**src/rtl/core_pkg.sv**
```systemverilog
// core_pkg: shared core types and constants, including the hazard FSM state
package core_pkg;
  localparam int REG_ADDR_WIDTH = 5;
  localparam int HZ_MC_TIMEOUT_DEF = 64;
  typedef enum logic {HZ_RUN, HZ_MC_WAIT} hz_state_e;
endpackage

```
**src/rtl/hz_sat_counter.sv**
```systemverilog
// hz_sat_counter: event counter that sticks at all-ones instead of wrapping
module hz_sat_counter #(
  parameter int WIDTH = 32
) (
  input  logic             clk_i,
  input  logic             rst_i,
  input  logic             inc_i,
  output logic [WIDTH-1:0] cnt_o
);
  always_ff @(posedge clk_i)
    if (rst_i) cnt_o <= '0;
    else if (inc_i && !(&cnt_o)) cnt_o <= cnt_o + WIDTH'(1);
endmodule

```
**src/rtl/hazard_ctrl_unit.sv**
```systemverilog
// hazard_ctrl_unit: load-use/redirect/multi-cycle stall+flush control; HAZARD_PERF_CNT_EN adds perf counters
module hazard_ctrl_unit
  import core_pkg::*;
#(
  parameter int MC_TIMEOUT = HZ_MC_TIMEOUT_DEF,
  parameter int CNT_WIDTH  = 32
) (
  input  logic                      clk_i,
  input  logic                      rst_i,
  input  logic                      MemRead_EX_i,
  input  logic [REG_ADDR_WIDTH-1:0] rd_addr_EX_i,
  input  logic [REG_ADDR_WIDTH-1:0] rs1_addr_ID_i,
  input  logic [REG_ADDR_WIDTH-1:0] rs2_addr_ID_i,
  input  logic                      rs1_used_ID_i,
  input  logic                      rs2_used_ID_i,
  input  logic                      redirect_EX_i,
  input  logic                      mc_start_EX_i,
  input  logic                      mc_done_i,
  output logic                      stall_IF_o,
  output logic                      stall_ID_o,
  output logic                      stall_EX_o,
  output logic                      flush_ID_o,
  output logic                      flush_EX_o,
  output logic                      flush_MEM_o,
  output logic                      mc_busy_o,
  output logic                      mc_timeout_o,
  output logic [CNT_WIDTH-1:0]      perf_lu_cnt_o,
  output logic [CNT_WIDTH-1:0]      perf_rd_cnt_o,
  output logic [CNT_WIDTH-1:0]      perf_mc_cnt_o
);
  localparam int TW = $clog2(MC_TIMEOUT + 1);
  hz_state_e state;
  logic [TW-1:0] wait_cnt;
  logic load_use, mc_enter, in_run, release_mc, rd_flush, lu_stall, mc_stall;
  always_comb begin
    load_use = MemRead_EX_i && rd_addr_EX_i != '0 &&
               ((rs1_used_ID_i && rs1_addr_ID_i == rd_addr_EX_i) ||
                (rs2_used_ID_i && rs2_addr_ID_i == rd_addr_EX_i));
    mc_enter = mc_start_EX_i && !mc_done_i;
    in_run = state == HZ_RUN;
    release_mc = mc_done_i || wait_cnt == TW'(MC_TIMEOUT);
    rd_flush = in_run && redirect_EX_i;
    mc_stall = in_run ? mc_enter && !redirect_EX_i : !release_mc;
    lu_stall = in_run && !redirect_EX_i && !mc_enter && load_use;
    stall_IF_o = mc_stall || lu_stall;
    stall_ID_o = mc_stall || lu_stall;
    stall_EX_o = mc_stall;
    flush_ID_o = rd_flush;
    flush_EX_o = rd_flush || lu_stall;
    flush_MEM_o = mc_stall;
    mc_busy_o = !in_run && !release_mc;
  end
  always_ff @(posedge clk_i)
    if (rst_i) begin
      state <= HZ_RUN;
      wait_cnt <= '0;
      mc_timeout_o <= 1'b0;
    end else if (in_run) begin
      if (mc_stall) begin
        state <= HZ_MC_WAIT;
        wait_cnt <= TW'(1);
      end
    end else if (release_mc) begin
      state <= HZ_RUN;
      if (!mc_done_i) mc_timeout_o <= 1'b1;
    end else if (!(&wait_cnt)) begin
      wait_cnt <= wait_cnt + TW'(1);
    end
  assert property (@(posedge clk_i) disable iff (rst_i) !(redirect_EX_i && mc_start_EX_i));
`ifdef HAZARD_PERF_CNT_EN
  hz_sat_counter #(.WIDTH(CNT_WIDTH)) u_lu (.clk_i(clk_i), .rst_i(rst_i), .inc_i(lu_stall), .cnt_o(perf_lu_cnt_o));
  hz_sat_counter #(.WIDTH(CNT_WIDTH)) u_rd (.clk_i(clk_i), .rst_i(rst_i), .inc_i(rd_flush), .cnt_o(perf_rd_cnt_o));
  hz_sat_counter #(.WIDTH(CNT_WIDTH)) u_mc (.clk_i(clk_i), .rst_i(rst_i), .inc_i(mc_stall), .cnt_o(perf_mc_cnt_o));
`else
  assign perf_lu_cnt_o = '0;
  assign perf_rd_cnt_o = '0;
  assign perf_mc_cnt_o = '0;
`endif
endmodule

```
**config.mk**
```make
export PLATFORM = sky130hd
export DESIGN_NAME = hazard_ctrl_unit
export DESIGN_NICKNAME = d
export VERILOG_FILES = /design/src/rtl/core_pkg.sv /design/src/rtl/hz_sat_counter.sv /design/src/rtl/hazard_ctrl_unit.sv
export SDC_FILE = /design/constraint.sdc
export NUM_CORES = 1
export LEC_CHECK = 0
export CAP_MARGIN = 20
export CORE_MARGIN = 5
export CORE_UTILIZATION = 32
export CTS_CLUSTER_SIZE = 24
export DETAILED_ROUTE_END_ITERATION = 10
export GPL_TIMING_DRIVEN = 0
export PLACE_DENSITY = 0.79
export SLEW_MARGIN = 40
export SYNTH_ARGS = -nofsm -noshare
export SYNTH_HDL_FRONTEND = slang
export SYNTH_HIERARCHICAL = 1
export SYNTH_SLANG_ARGS = --single-unit
export TNS_END_PERCENT = 100
```
**constraint.sdc**
```tcl
create_clock -name clk_i -period 2.2 [get_ports clk_i]
set_input_delay 0.22 -clock clk_i [delete_from_list [all_inputs] [get_ports clk_i]]
set_output_delay 0.22 -clock clk_i [all_outputs]
set_load 0.05 [all_outputs]
```
==> Yosys cells after proc, flatten, opt, wreduce, memory -nomap -nowiden <==
Index checks and enable logic that the tools add are counted.
{ "classes": {"n_bitwise": 2, "reduce_logical": 24, "muxes": 8, "n_addsub": 1, "n_eq_ne": 5} }
{ "ops": {"columns": ["op", "n"], "rows": [
  ["2-to-1 mux 7 bit", 4],
  ["logical AND 1 bit", 11],
  ["equality test 5 bit", 2],
  ["adder 7 x 1 -> 7 bit, second input constant", 1],
  ["equality test 7 bit, second input constant", 1],
  ["AND reduction 7 bit", 1],
  ["AND reduction 3 bit", 2],
  ["nonzero test 5 bit", 1],
  ["zero test 1 bit", 4],
  ["logical OR 1 bit", 4],
  ["2-to-1 mux 1 bit", 4],
  ["inequality test 2 bit, second input constant", 2],
  ["inverter 1 bit", 2],
  ["nonzero test 2 bit", 1]
]} }
{ "totals": {"regBits": 9, "out_inout_bits": 104, "elab_cells": 43, "inputBits": 23} }

==> Depth between registers and ports, before layout <==
{ "depth": {"ltp_word": 6, "mapped_depth": 8} }

==> Worst setup path after synthesis <==
OpenSTA, ideal clock, no wires.
{ "synth_timing": {"path_type": "input to output", "startpoint": "input port rd_addr_EX_i[3]", "endpoint": "output port stall_IF_o", "t_arrival_ns": 2.304, "cell_stages": 5, "required_time_ns": 1.980, "setup_slack_ns": -0.324, "path_cell_list": "xor2_1 nor4_1 a32oi_1 o21ai_0 buf_4"} }
{ "synth_via": {"elab_chain_cells": 6} }
{ "synth_rtl": {"columns": ["element", "line", "rtl"], "rows": [
  ["start: declaration", "hazard_ctrl_unit.sv:11", "input logic [REG_ADDR_WIDTH-1:0] rd_addr_EX_i,"],
  ["equality test 5 bit, on equally long branches", "hazard_ctrl_unit.sv:37, hazard_ctrl_unit.sv:38", null],
  ["logical AND 1 bit, on equally long branches", "hazard_ctrl_unit.sv:37, hazard_ctrl_unit.sv:38", null],
  ["logical OR 1 bit", "hazard_ctrl_unit.sv:37", "((rs1_used_ID_i && rs1_addr_ID_i == rd_addr_EX_i) ||"],
  ["logical AND 1 bit *", "hazard_ctrl_unit.sv:36", "load_use = MemRead_EX_i && rd_addr_EX_i != '0 &&"],
  ["logical AND 1 bit *", "hazard_ctrl_unit.sv:44", "lu_stall = in_run && !redirect_EX_i && !mc_enter && load_use;"],
  ["logical OR 1 bit *", null, null],
  ["end: declaration", "hazard_ctrl_unit.sv:19", "output logic stall_IF_o,"]
]} }
Every way passes the cells marked *; elsewhere a longest branch is shown, timed or not.

==> Worst setup path in the final report <==
{ "layout_timing": {"startpoint": "input port rd_addr_EX_i[3]", "endpoint": "output port stall_IF_o"} }
{ "layout_via": {"elab_chain_cells": 6} }
{ "layout_rtl": {"columns": ["element", "line", "rtl"], "rows": [
  ["equality test 5 bit, on equally long branches", "hazard_ctrl_unit.sv:37, hazard_ctrl_unit.sv:38", null],
  ["logical AND 1 bit, on equally long branches", "hazard_ctrl_unit.sv:37, hazard_ctrl_unit.sv:38", null],
  ["logical OR 1 bit", "hazard_ctrl_unit.sv:37", null],
  ["logical AND 1 bit *", "hazard_ctrl_unit.sv:36", null],
  ["logical AND 1 bit *", "hazard_ctrl_unit.sv:44", null],
  ["logical OR 1 bit *", "hazard_ctrl_unit.sv:45", "stall_IF_o = mc_stall || lu_stall;"]
]} }
Marked as above.

==> impl_metrics.toml <==
[status]
outcome = "completed"

[clock_tree]
h-tree-depth = 1
cts_root_buffer = "clkbuf_8"
postCtsHoldBufs = 0
cts_buffers = 3
cts_sinks = 9
clockBufferDepth = 2
path_clk_slew_ps = 40
clock_latency_ps = 230
cts_tree = "yes"

[logic_synthesis]
yosys-top-cells-area = "buf_4 51%, dfxtp_1 13%, xor2_1 4.9%"
synthXorXnorAreaFrac_pct = 6.09
yosys.area_share.simple_pct = 12.3
synth_top_family_by_area = "buffers and inverters"
synth_top_area_share_pct = 51.2
synth_cells = 180
synth_seq_cells = 9
muxShareOfSynthArea_pct = 0
syn_area_per_cell_um2 = 7.99
synth-compound-area-share_pct = 13.7
synth.distinct_cells = 38
synth_fa_ha_area_share_pct = 1.74
yosysTopAreaCell = "buf_4"
synth_warnings = 6
synth-seq-area-share_pct = 12.5
synth_area_um2 = 1440

[cells_and_area]
n_antenna_cell = 0
final_cell_mix = "100 x buf_4, 96 x conb_1, 22 x clkdlybuf4s50_1, 9 x dfxtp_1, 8 x xor2_1"
synthToLayoutAreaGrowth_pct = 52.9
layout_commonest_cell = "buf_4"
nFillCells = 431
nets = 335
drive_gt1_share_pct = 38.5

[sta]
timing.fmax_mhz = 473
tns_ps = 0
slew_headroom_pct = 65.6
worst_slack_ps = 87.3
post-route-period-util_pct = 96.0
finalMaxSlewViolations = 0
setup_viol = 0
finalHoldViolations = 0
finClkSkew_ps = 1.54
worstMarginPinSlew_ps = 515
period_needed_ps = 2110

[critical_path]
crit_top_cell = "buf_4"
cp-start-kind = "input port"
r2r_slack_ps = 430
rr_worst_depth = 7
cp_slowest_stage_delay_ps = 470
cp.required_ps = 1980
critPathMaxFanout = 3
r2r-start = "wait_cnt[0]$_SDFFE_PP0P_"
path_cells = "clkdlybuf4s50_1 > xor2_1 > nor4_1 > a32oi_1 > o21ai_1 > buf_4 > buf_4"
r2r_end = "wait_cnt[3]$_SDFFE_PP0P_"
cp_data_arrival_time_ps = 1890
crit_type = "in2out"
critPathCaptureType = "output port"
crit_slowest_cell = "clkdlybuf4s50_1"

[floorplan]
die-area_um2 = 5930
die_h_um = 77.0
rows = 24
die_width_um = 77.0
ioPinCount = 127
start_util_pct = 33.0
core_um2 = 4350

[global_route]
grt_max_degree = 10
grt_pass1_wl_um = 5290
grt_usage_pct = 10.4
grt_overflow_total = 0
grt_pass1_vias = 1262
antenna_found_initial = 0

[pwr]
p_sw_mw = 0.519
power_density_nw_per_um2 = 451
total_power_mw = 0.992
p_seq_share_pct = 17.1
clockPowerShare_pct = 19.2
irDropWorstVdd_uv = 191
internal_power_mw = 0.473
p_sw_share_pct = 52.3
power_leakage_nw = 1.22
p_comb_share_pct = 63.7

[drt]
drt_iter0_markers = 29
drc = 0
vias = 1280
wl_um = 3320
ant_nets = 0
first_pass_iters = 4
avgViaCountPerCell = 3.55
wl_per_cell_um = 9.19

[placed_design]
dp_hpwl_um = 2870
dp_slack_ps = -616
port_buffers = 29
gp_congestion = 0.745

[worst_hold_path]
hold_start = "rst_i"
holdPathStages = 2
worstHoldEndpoint = "state$_SDFF_PP0_"
hold_class = "in2reg"

[run]
maxCapViolations = 0
## power by group through the flow
| stage | combinational (mW) | sequential [mW] | clock [mW] |
|---|---|---|---|
| floorplan | 0.558 | 0.171 | 0 |
| global placement | 0.622 | 0.172 | 0 |
| detailed placement | 0.623 | 0.172 | 0 |
| CTS | 0.622 | 0.169 | 0.191 |
| global route | 0.663 | 0.170 | 0.198 |
| finish | 0.631 | 0.169 | 0.191 |
## registers in the layout, summed over array words and instances, names as in the netlist
name / count
wait_cnt: 7
state: 1
mc_timeout_o: 1
## what timing repair did
item                       in CTS  in global routing
setup endpoints to repair       6                  5
gates resized for setup        20                  6
setup buffers                   1                  0
pin swaps                       1                  2
## cells in the mapped netlist
library cell	count
conb_1	1
nand3_1	5
inv_4	1
nor3_1	2
o21bai_1	1
a311oi_1	2
or3_1	1
a211oi_1	1
nor2b_1	1
and2_0	1
o211ai_1	1
a21oi_1	3
nor2_1	5
a31o_2	1
inv_2	1
nor2_4	1
dfxtp_1	9
a31oi_1	2
and4_2	1
o2111ai_1	3
buf_1	1
inv_1	5
nor4_1	3
nand2b_1	2
nand2_1	2
a21o_1	1
xor2_1	8
nand2b_4	1
a221oi_2	2
a32oi_1	1
nand4_1	1
buf_4	98
xnor2_1	2
o21ai_0	4
or4_1	2
o41ai_4	1
ha_1	2
and2b_2	1
## kinds of logic after synthesis
| family | Yosys count |
|---|---|
| xor+xnor | 10 |
| flops | 9 |
| fa+ha+maj | 2 |
| buf+inv | 106 |
| other cells | 1 |
| compound gates | 23 |
| simple gates | 29 |
## cell type report
class | count | area (um^2) | area share (%)
multi-input cells | 160 | 857 | 39.0
plain buffers | 99 | 739 | 33.6
repair buffers | 30 | 283 | 12.9
flip-flops and latches | 9 | 180 | 8.20
well taps | 52 | 65.1 | 2.96
clock buffers | 4 | 45.0 | 2.05
inverters | 7 | 28.8 | 1.31
## metal layers
metal  global-route usage [%]  vias up  wire length (um)
li1                         -      667                 -
met1                     10.8      539              1180
met2                     19.5       67              1780
met3                     2.69        7               281
met4                     3.78        0                76
met5                        0        -                 0
## worst max-delay path by stage
stage	start	end	slack, ps	depth (start not counted)
floorplan	wait_cnt[0]$_SDFFE_PP0P_	stall_IF_o	30	8
global placement	mc_done_i	stall_IF_o	-670	7
detailed placement	mc_done_i	stall_IF_o	-620	7
CTS	wait_cnt[0]$_SDFFE_PP0P_	stall_ID_o	3	8
global route	rd_addr_EX_i[3]	stall_IF_o	-30	7
finish	rd_addr_EX_i[3]	stall_IF_o	90	7
## through the flow
step / cells / instance area, um^2 / hold WS (ps) / util (%)
final: 361 / 2200 / 391 / 50.5
after global routing: 361 / 2200 / 419 / 50.5
after CTS: 361 / 2200 / 391 / 50.6
after detailed placement: 356 / 2150 / 461 / 49.4
after global placement: 356 / 2150 / 451 / 49.4
after floorplan: 275 / 1790 / 498 / -
## worst max-delay path: cells and delay by family
| family | cells | cell delay [ps] |
|---|---|---|
| xor gates and xnor gates | 1 | 190 |
| buffers and inverters | 3 | 780 |
| and+or+nand+nor | 1 | 340 |
| AOI/OAI and AO/OA | 2 | 360 |
No activity file was read; power rests on OpenSTA's default activity.
==> variant 1, RTL diff (same flow settings) <==
`REG_ADDR_WIDTH`: 5 -> 3.
--- a/src/rtl/core_pkg.sv
+++ b/src/rtl/core_pkg.sv
@@ -1,5 +1,5 @@
 // core_pkg: shared core types and constants, including the hazard FSM state
 package core_pkg;
-  localparam int REG_ADDR_WIDTH = 5;
+  localparam int REG_ADDR_WIDTH = 3;
   localparam int HZ_MC_TIMEOUT_DEF = 64;
   typedef enum logic {HZ_RUN, HZ_MC_WAIT} hz_state_e;
Interface: changed (resized rd_addr_EX_i, rs1_addr_ID_i and rs2_addr_ID_i); port bits go from 127 to 121. The function was not compared with the original's and may differ.
==> variant 1 against the unedited design <==
  * The run now ends with setup timing left
  * Maximum frequency shrank 9.6%
  * Sequential share of layout area increased by 0.44 points
  * Sequential cell count unchanged
  * Synthesized cell count fell by 2.8%
  * Area after synthesis shrank 3.7%
  * Setup slack lost 0.23 ns
  * Total power grew 0.17%
  * Combinational power barely moved
  * Wire length down 9.3%
  * Final area shrank 1.8%
  * Critical path type is now flip-flop to output pin
  * Largest power group unchanged
==> variant 1: results (changes against the unedited design) <==
### Status
* status: complete, but fails checks
* violated checks: setup timing

### Synthesis
* most numerous cell types in the synthesized netlist: 98 x sky130_fd_sc_hd__buf_4, 9 x sky130_fd_sc_hd__dfxtp_1, 6 x sky130_fd_sc_hd__inv_1, 6 x sky130_fd_sc_hd__nor2_1, 6 x sky130_fd_sc_hd__xnor2_1
* adder-cell area share of the yosys netlist: 1.808%, +0.068 points
* sequential area share after synthesis: 13.02%, +0.49 points
* Mapped Avg Cell Area: 7.908 um^2, -0.99%
* cells taking the most area after synthesis: sky130_fd_sc_hd__buf_4 53%, sky130_fd_sc_hd__dfxtp_1 13%, sky130_fd_sc_hd__xnor2_1 3.8%, sky130_fd_sc_hd__ha_1 1.8%, sky130_fd_sc_hd__inv_1 1.6%
* xor-xnor portion of the synthesized cell area: 3.797%, -2.3 points
* mux contribution to synthesized area: 1.808%, +1.8 points
* compound-cell area share of the yosys netlist: 9.855%, -3.8 points
* synth unique cells: 38, unchanged

### Placement
* placer congestion estimate: 0.7806, +4.8%
* placed cell count: 346, -2.8%
* HPWL reported at the end of detailed placement: 2650 um, -7.7%
* port bufs: 24, -17%
* pre-CTS setup slack: -0.6888 ns, -0.07263 ns

### Cells and area
* fraction of layout cells with a size suffix above 1: 41.12%, +2.6 points
* Fillers: 410, -4.9%
* number of nets at the end of the flow: 324, -3.3%

### Worst setup path
* Critical Path AT: 2.12 ns, +0.23 ns
* cell family contributing the most delay on the critical path: simple AND/OR/NAND/NOR gates
* cells on worst reg2reg path: 6, -1
* delay of the slowest cell on the worst path: 0.54 ns, +0.07 ns
* worst-case register-to-register setup slack: 0.25 ns, -0.18 ns
* slowest cell on the critical path: sky130_fd_sc_hd__or4b_4
* CP Max Fanout: 4, +1

### Power
* leakage power: 1.219 nW, about the same
* maximum VDD drop: 0.2392 mV, +25%

### Clock tree
* Setup Fix Bufs, Post-CTS: 4, +3
* number of resized instances in the post-cts repair step: 24, +20%
* CTS Root Buffer Type: sky130_fd_sc_hd__clkbuf_8

### STA
* worst clock skew on the final layout: 0.001527 ns, -0.000009380 ns
* crit path setup slack, layout: -0.1380 ns, -0.2253 ns
* worst relative slew slack: 65.09%, -0.48 points
* Finish-stage setup viols: 3, +3
* setup total negative slack: -0.2113 ns, -0.2113 ns

### Drt
* DR vias/cell: 3.309, -6.7%
* overall routed net length: 3009 um, -9.3%
* initial DRC count: 14, -52%
* vias: 1178, -8.0%

### GRT
* first-pass GRT wire length: 4422 um, -16%
* global routing usage summed across all routing layers: 9.655%, -0.70 points
* number of global-route vias before repair: 1101, -13%
* pin count of the biggest net entering global routing: 11, +1

### Hold path
* min-delay worst type: flip-flop to flip-flop

variant 1: cell types whose count changed in the layout (fill, tap and decap cells not counted), moves of 3 or more:
cell and change:
sky130_fd_sc_hd__clkdlybuf4s50_1 -4, sky130_fd_sc_hd__xnor2_1 +4, sky130_fd_sc_hd__dfxtp_1 -3, sky130_fd_sc_hd__buf_4 +3, sky130_fd_sc_hd__xor2_1 -8, sky130_fd_sc_hd__nand3_1 -3
variant 1: final cells by class:
cell class                 instances  area, um^2  share of cell area, %
sequential                         9       186.4                  8.633
tap                               52       65.06                  3.013
multi-input combinational        156       809.5                  37.49
inverter                           6       22.52                  1.043
buffer                            99       747.0                  34.59
clock buffer                       4       45.04                  2.086
timing repair buffer              30       284.0                  13.15
variant 1: final timing paths:
check                                            endpoint                      start
worst max-delay path                           stall_IF_o   wait_cnt[4]$_SDFFE_PP0P_
worst min-delay path            mc_timeout_o$_SDFFE_PP0P_  mc_timeout_o$_SDFFE_PP0P_
worst max register to register   wait_cnt[1]$_SDFFE_PP0P_   wait_cnt[4]$_SDFFE_PP0P_
worst min register to register  mc_timeout_o$_SDFFE_PP0P_  mc_timeout_o$_SDFFE_PP0P_
variant 1: where the power goes:
group | internal, mW | switching, mW | leakage, nW | total [mW]
clock network | 0.127 | 0.0693 | 0.0228 | 0.196
registers | 0.164 | 0.00400 | 0.0746 | 0.168
logic | 0.184 | 0.445 | 1.12 | 0.629
total | 0.475 | 0.518 | 1.22 | 0.993
variant 1: worst register-to-register path, stage by stage (launching register included):
cell and delay (ns):
sky130_fd_sc_hd__dfxtp_2 0.32, sky130_fd_sc_hd__or4b_4 0.55, sky130_fd_sc_hd__o21a_4 0.24, sky130_fd_sc_hd__buf_4 0.14, sky130_fd_sc_hd__buf_4 0.13, sky130_fd_sc_hd__and2_1 0.17
sky130_fd_sc_hd__mux2_4 0.30
variant 1: per-layer routing:
layer | wire, um | share of wire, % | track usage (%)
met1 | 1020 | 34 | 10.67
met2 | 1679 | 56 | 17.40
met3 | 252 | 8.4 | 1.451
met4 | 57 | 1.9 | 5.437
met5 | 0 | 0 | 0
variant 1: kinds of logic after synthesis:
group / after synthesis
muxes: 2
buffers and inverters: 105
DFF: 9
xor gates and xnor gates: 6
adders and majority gates: 2
AOI/OAI and AO/OA: 17
and+or+nand+nor: 33
other: 1
variant 1: metrics by stage:
step / hold WS [ns] / area (um^2) / utilization, %
after floorplan: 0.4122 / 1752 / -
after global routing: 0.5340 / 2160 / 50.65
final: 0.4855 / 2160 / 50.65
after CTS: 0.4964 / 2145 / 50.29
after detailed placement: 0.4812 / 2057 / 48.24
after global placement: 0.4598 / 2057 / 48.24
==> variant 2, RTL diff (config.mk and constraints unchanged) <==
Without the edit above. Reset style: asynchronous (`rst_i`), changed in one clocked block.
--- a/src/rtl/hazard_ctrl_unit.sv
+++ b/src/rtl/hazard_ctrl_unit.sv
@@ -51,5 +51,5 @@
     mc_busy_o = !in_run && !release_mc;
   end
-  always_ff @(posedge clk_i)
+  always_ff @(posedge clk_i or posedge rst_i)
     if (rst_i) begin
       state <= HZ_RUN;
Check against the original RTL: differs if rst_i is asserted again (counterexample within 4 cycles, from zero or initial values and one cycle with rst_i high); with rst_i held inactive, the same outputs for 10 cycles.
==> variant 2 against the unedited design <==
  * Via count shrank 5.0%
  * Final area rose by 1.3%
  * Clock power increased by 2%
  * Total power rose by 21%
  * Count of clock-buffer cells in the layout unchanged
  * Maximum frequency down 0.61%
  * Setup slack worse by 0.013 ns
  * Sequential cell count unchanged
  * Die area fell by 0.38%
  * Wire length shrank 3.0%
  * Area after synthesis down 0.44%
  * Highest routed layer unchanged
==> variant 2: results (changes against the unedited design) <==
### Power
* fraction of power spent switching nets: 52.70%, +0.41 points
* power dissipated in sequential cells: 0.261 mW, +54%
* clock-net power: 0.195 mW, +2%
* leakage power: 1.294 nW, +6.1%
* maximum VDD drop: 0.2764 mV, +45%

### Cells and area
* fraction of area in non-clock buffers: 46.15%, -0.35 points
* Non-clock inverters: 3, -4
* Fillers: 426, -1.2%
* bufs w/o clock: 130, +0.78%
* multi-input logic area: 849.6 um^2, -0.88%
* Reg area: 227.7 um^2, +26%
* clock-cell share of area: 2.024%, -0.025 points
* number of multi-input combinational cells: 158, -1.3%
* number of sequential storage elements: 9, unchanged
* fraction of layout cells with a size suffix above 1: 39.47%, +0.96 points
* number of nets at the end of the flow: 330, -1.5%

### Placement
* placer congestion estimate: 0.7745, +3.9%
* HPWL reported at the end of detailed placement: 2858 um, -0.41%
* port bufs: 30, +3.4%

### Synthesis
* synth unique cells: 30, -21%
* most numerous cell types in the synthesized netlist: 98 x sky130_fd_sc_hd__buf_4, 10 x sky130_fd_sc_hd__nand2_1, 10 x sky130_fd_sc_hd__xnor2_1
* adder-cell area share of the yosys netlist: 1.748%, +0.0076 points
* cells taking the most area after synthesis: sky130_fd_sc_hd__buf_4 51%, sky130_fd_sc_hd__dfrtp_1 16%, sky130_fd_sc_hd__xnor2_1 6.1%, sky130_fd_sc_hd__nand3_1 2.8%, sky130_fd_sc_hd__nand2_1 2.6%
* FFs w/ async S/R, synth: 100.0%, +100 points
* xor-xnor portion of the synthesized cell area: 6.119%, +0.027 points
* Most used DFF post-synth: sky130_fd_sc_hd__dfrtp_1
* compound-cell area share of the yosys netlist: 5.769%, -7.9 points

### Drt
* DR vias/cell: 3.416, -3.7%
* overall routed net length: 3218 um, -3.0%
* wire length on met2: 1610 um, -9.6%
* met3 routed WL: 408 um, +45%

### Worst setup path
* cells on worst reg2reg path: 6, -1
* Critical Path AT: 1.91 ns, +0.02 ns
* worst path bufs/invs: 2, -1
* slowest cell on the critical path: sky130_fd_sc_hd__dfrtp_2
* cell family contributing the most delay on the critical path: simple AND/OR/NAND/NOR gates
* worst-case register-to-register setup slack: 0.37 ns, -0.06 ns
* delay of the slowest cell on the worst path: 0.45 ns, -0.02 ns
* startpoint of the most critical register-to-register path: wait_cnt[0]$_DFFE_PP0P_

### Hold path
* min-delay worst type: primary input to asynchronous set/reset pin

### GRT
* global-route met1 utilization: 10.74%, -0.11 points
* Global Route met2 Usage: 18.59%, -0.93 points
* global routing usage summed across all routing layers: 10.24%, -0.11 points
* met3 track utilization from global routing: 5.035%, +2.3 points
* number of global-route vias before repair: 1169, -7.4%
* first-pass GRT wire length: 5071 um, -4.2%

### Status
* status: finished clean

### Clock tree
* maximum clock insertion buffer count: 2, unchanged

### STA
* post-route worst hold slack: 0.2570 ns, -0.1336 ns

variant 2: changes by cell type after synthesis, sizes merged, moves of 3 or more:
cell   unedited run  this run
dfxtp             9         0
o21ai             4         1
inv               7         3
nor2              6         2
dfrtp             0         9
xnor2             2        10
nand2             2        10
xor2              8         0
nor4              3         0
nand3             5         8
or4b              0         3
variant 2: how the worst max path moves through the flow:
stage	from	endpoint	slack (ns)	cells past startpoint
finish	wait_cnt[3]$_DFFE_PP0P_	stall_IF_o	0.07	6
global route	wait_cnt[0]$_DFFE_PP0P_	stall_IF_o	0.004	8
CTS	wait_cnt[2]$_DFFE_PP0P_	stall_ID_o	-0.01	5
detailed placement	rd_addr_EX_i[1]	stall_IF_o	-0.52	6
global placement	rd_addr_EX_i[1]	stall_IF_o	-0.51	6
floorplan	wait_cnt[0]$_DFFE_PP0P_	stall_IF_o	0.01	7
variant 2: what timing repair did:
| item | in CTS | in global routing |
|---|---|---|
| cloned | 0 | 0 |
| pin swaps | 0 | 2 |
| gates resized for setup | 19 | 12 |
| setup endpoints to repair | 6 | 5 |
| setup buffers | 0 | 1 |
variant 2: cell families (layout without fill, tap and decap cells):
group	Yosys count	count (layout)
AO/OA/AOI/OAI	9	9
AND/OR/NAND/NOR	41	41
flip-flops	9	9
buffers and inverters	102	137
XOR/XNOR	10	10
adder cells (fa/ha/maj)	2	2
other	1	96
variant 2: through the flow:
stage	instances	utilization (%)	worst slack (ns)	instance area [um^2]	power, mW
finish	356	51.12	0.07441	2226	1.201
global route	356	51.12	0.004076	2226	1.267
CTS	355	51.12	-0.01496	2226	1.179
detailed placement	351	49.68	-0.5197	2163	0.9725
global placement	351	49.68	-0.5063	2163	0.9618
floorplan	269	-	0.01357	1798	0.8743
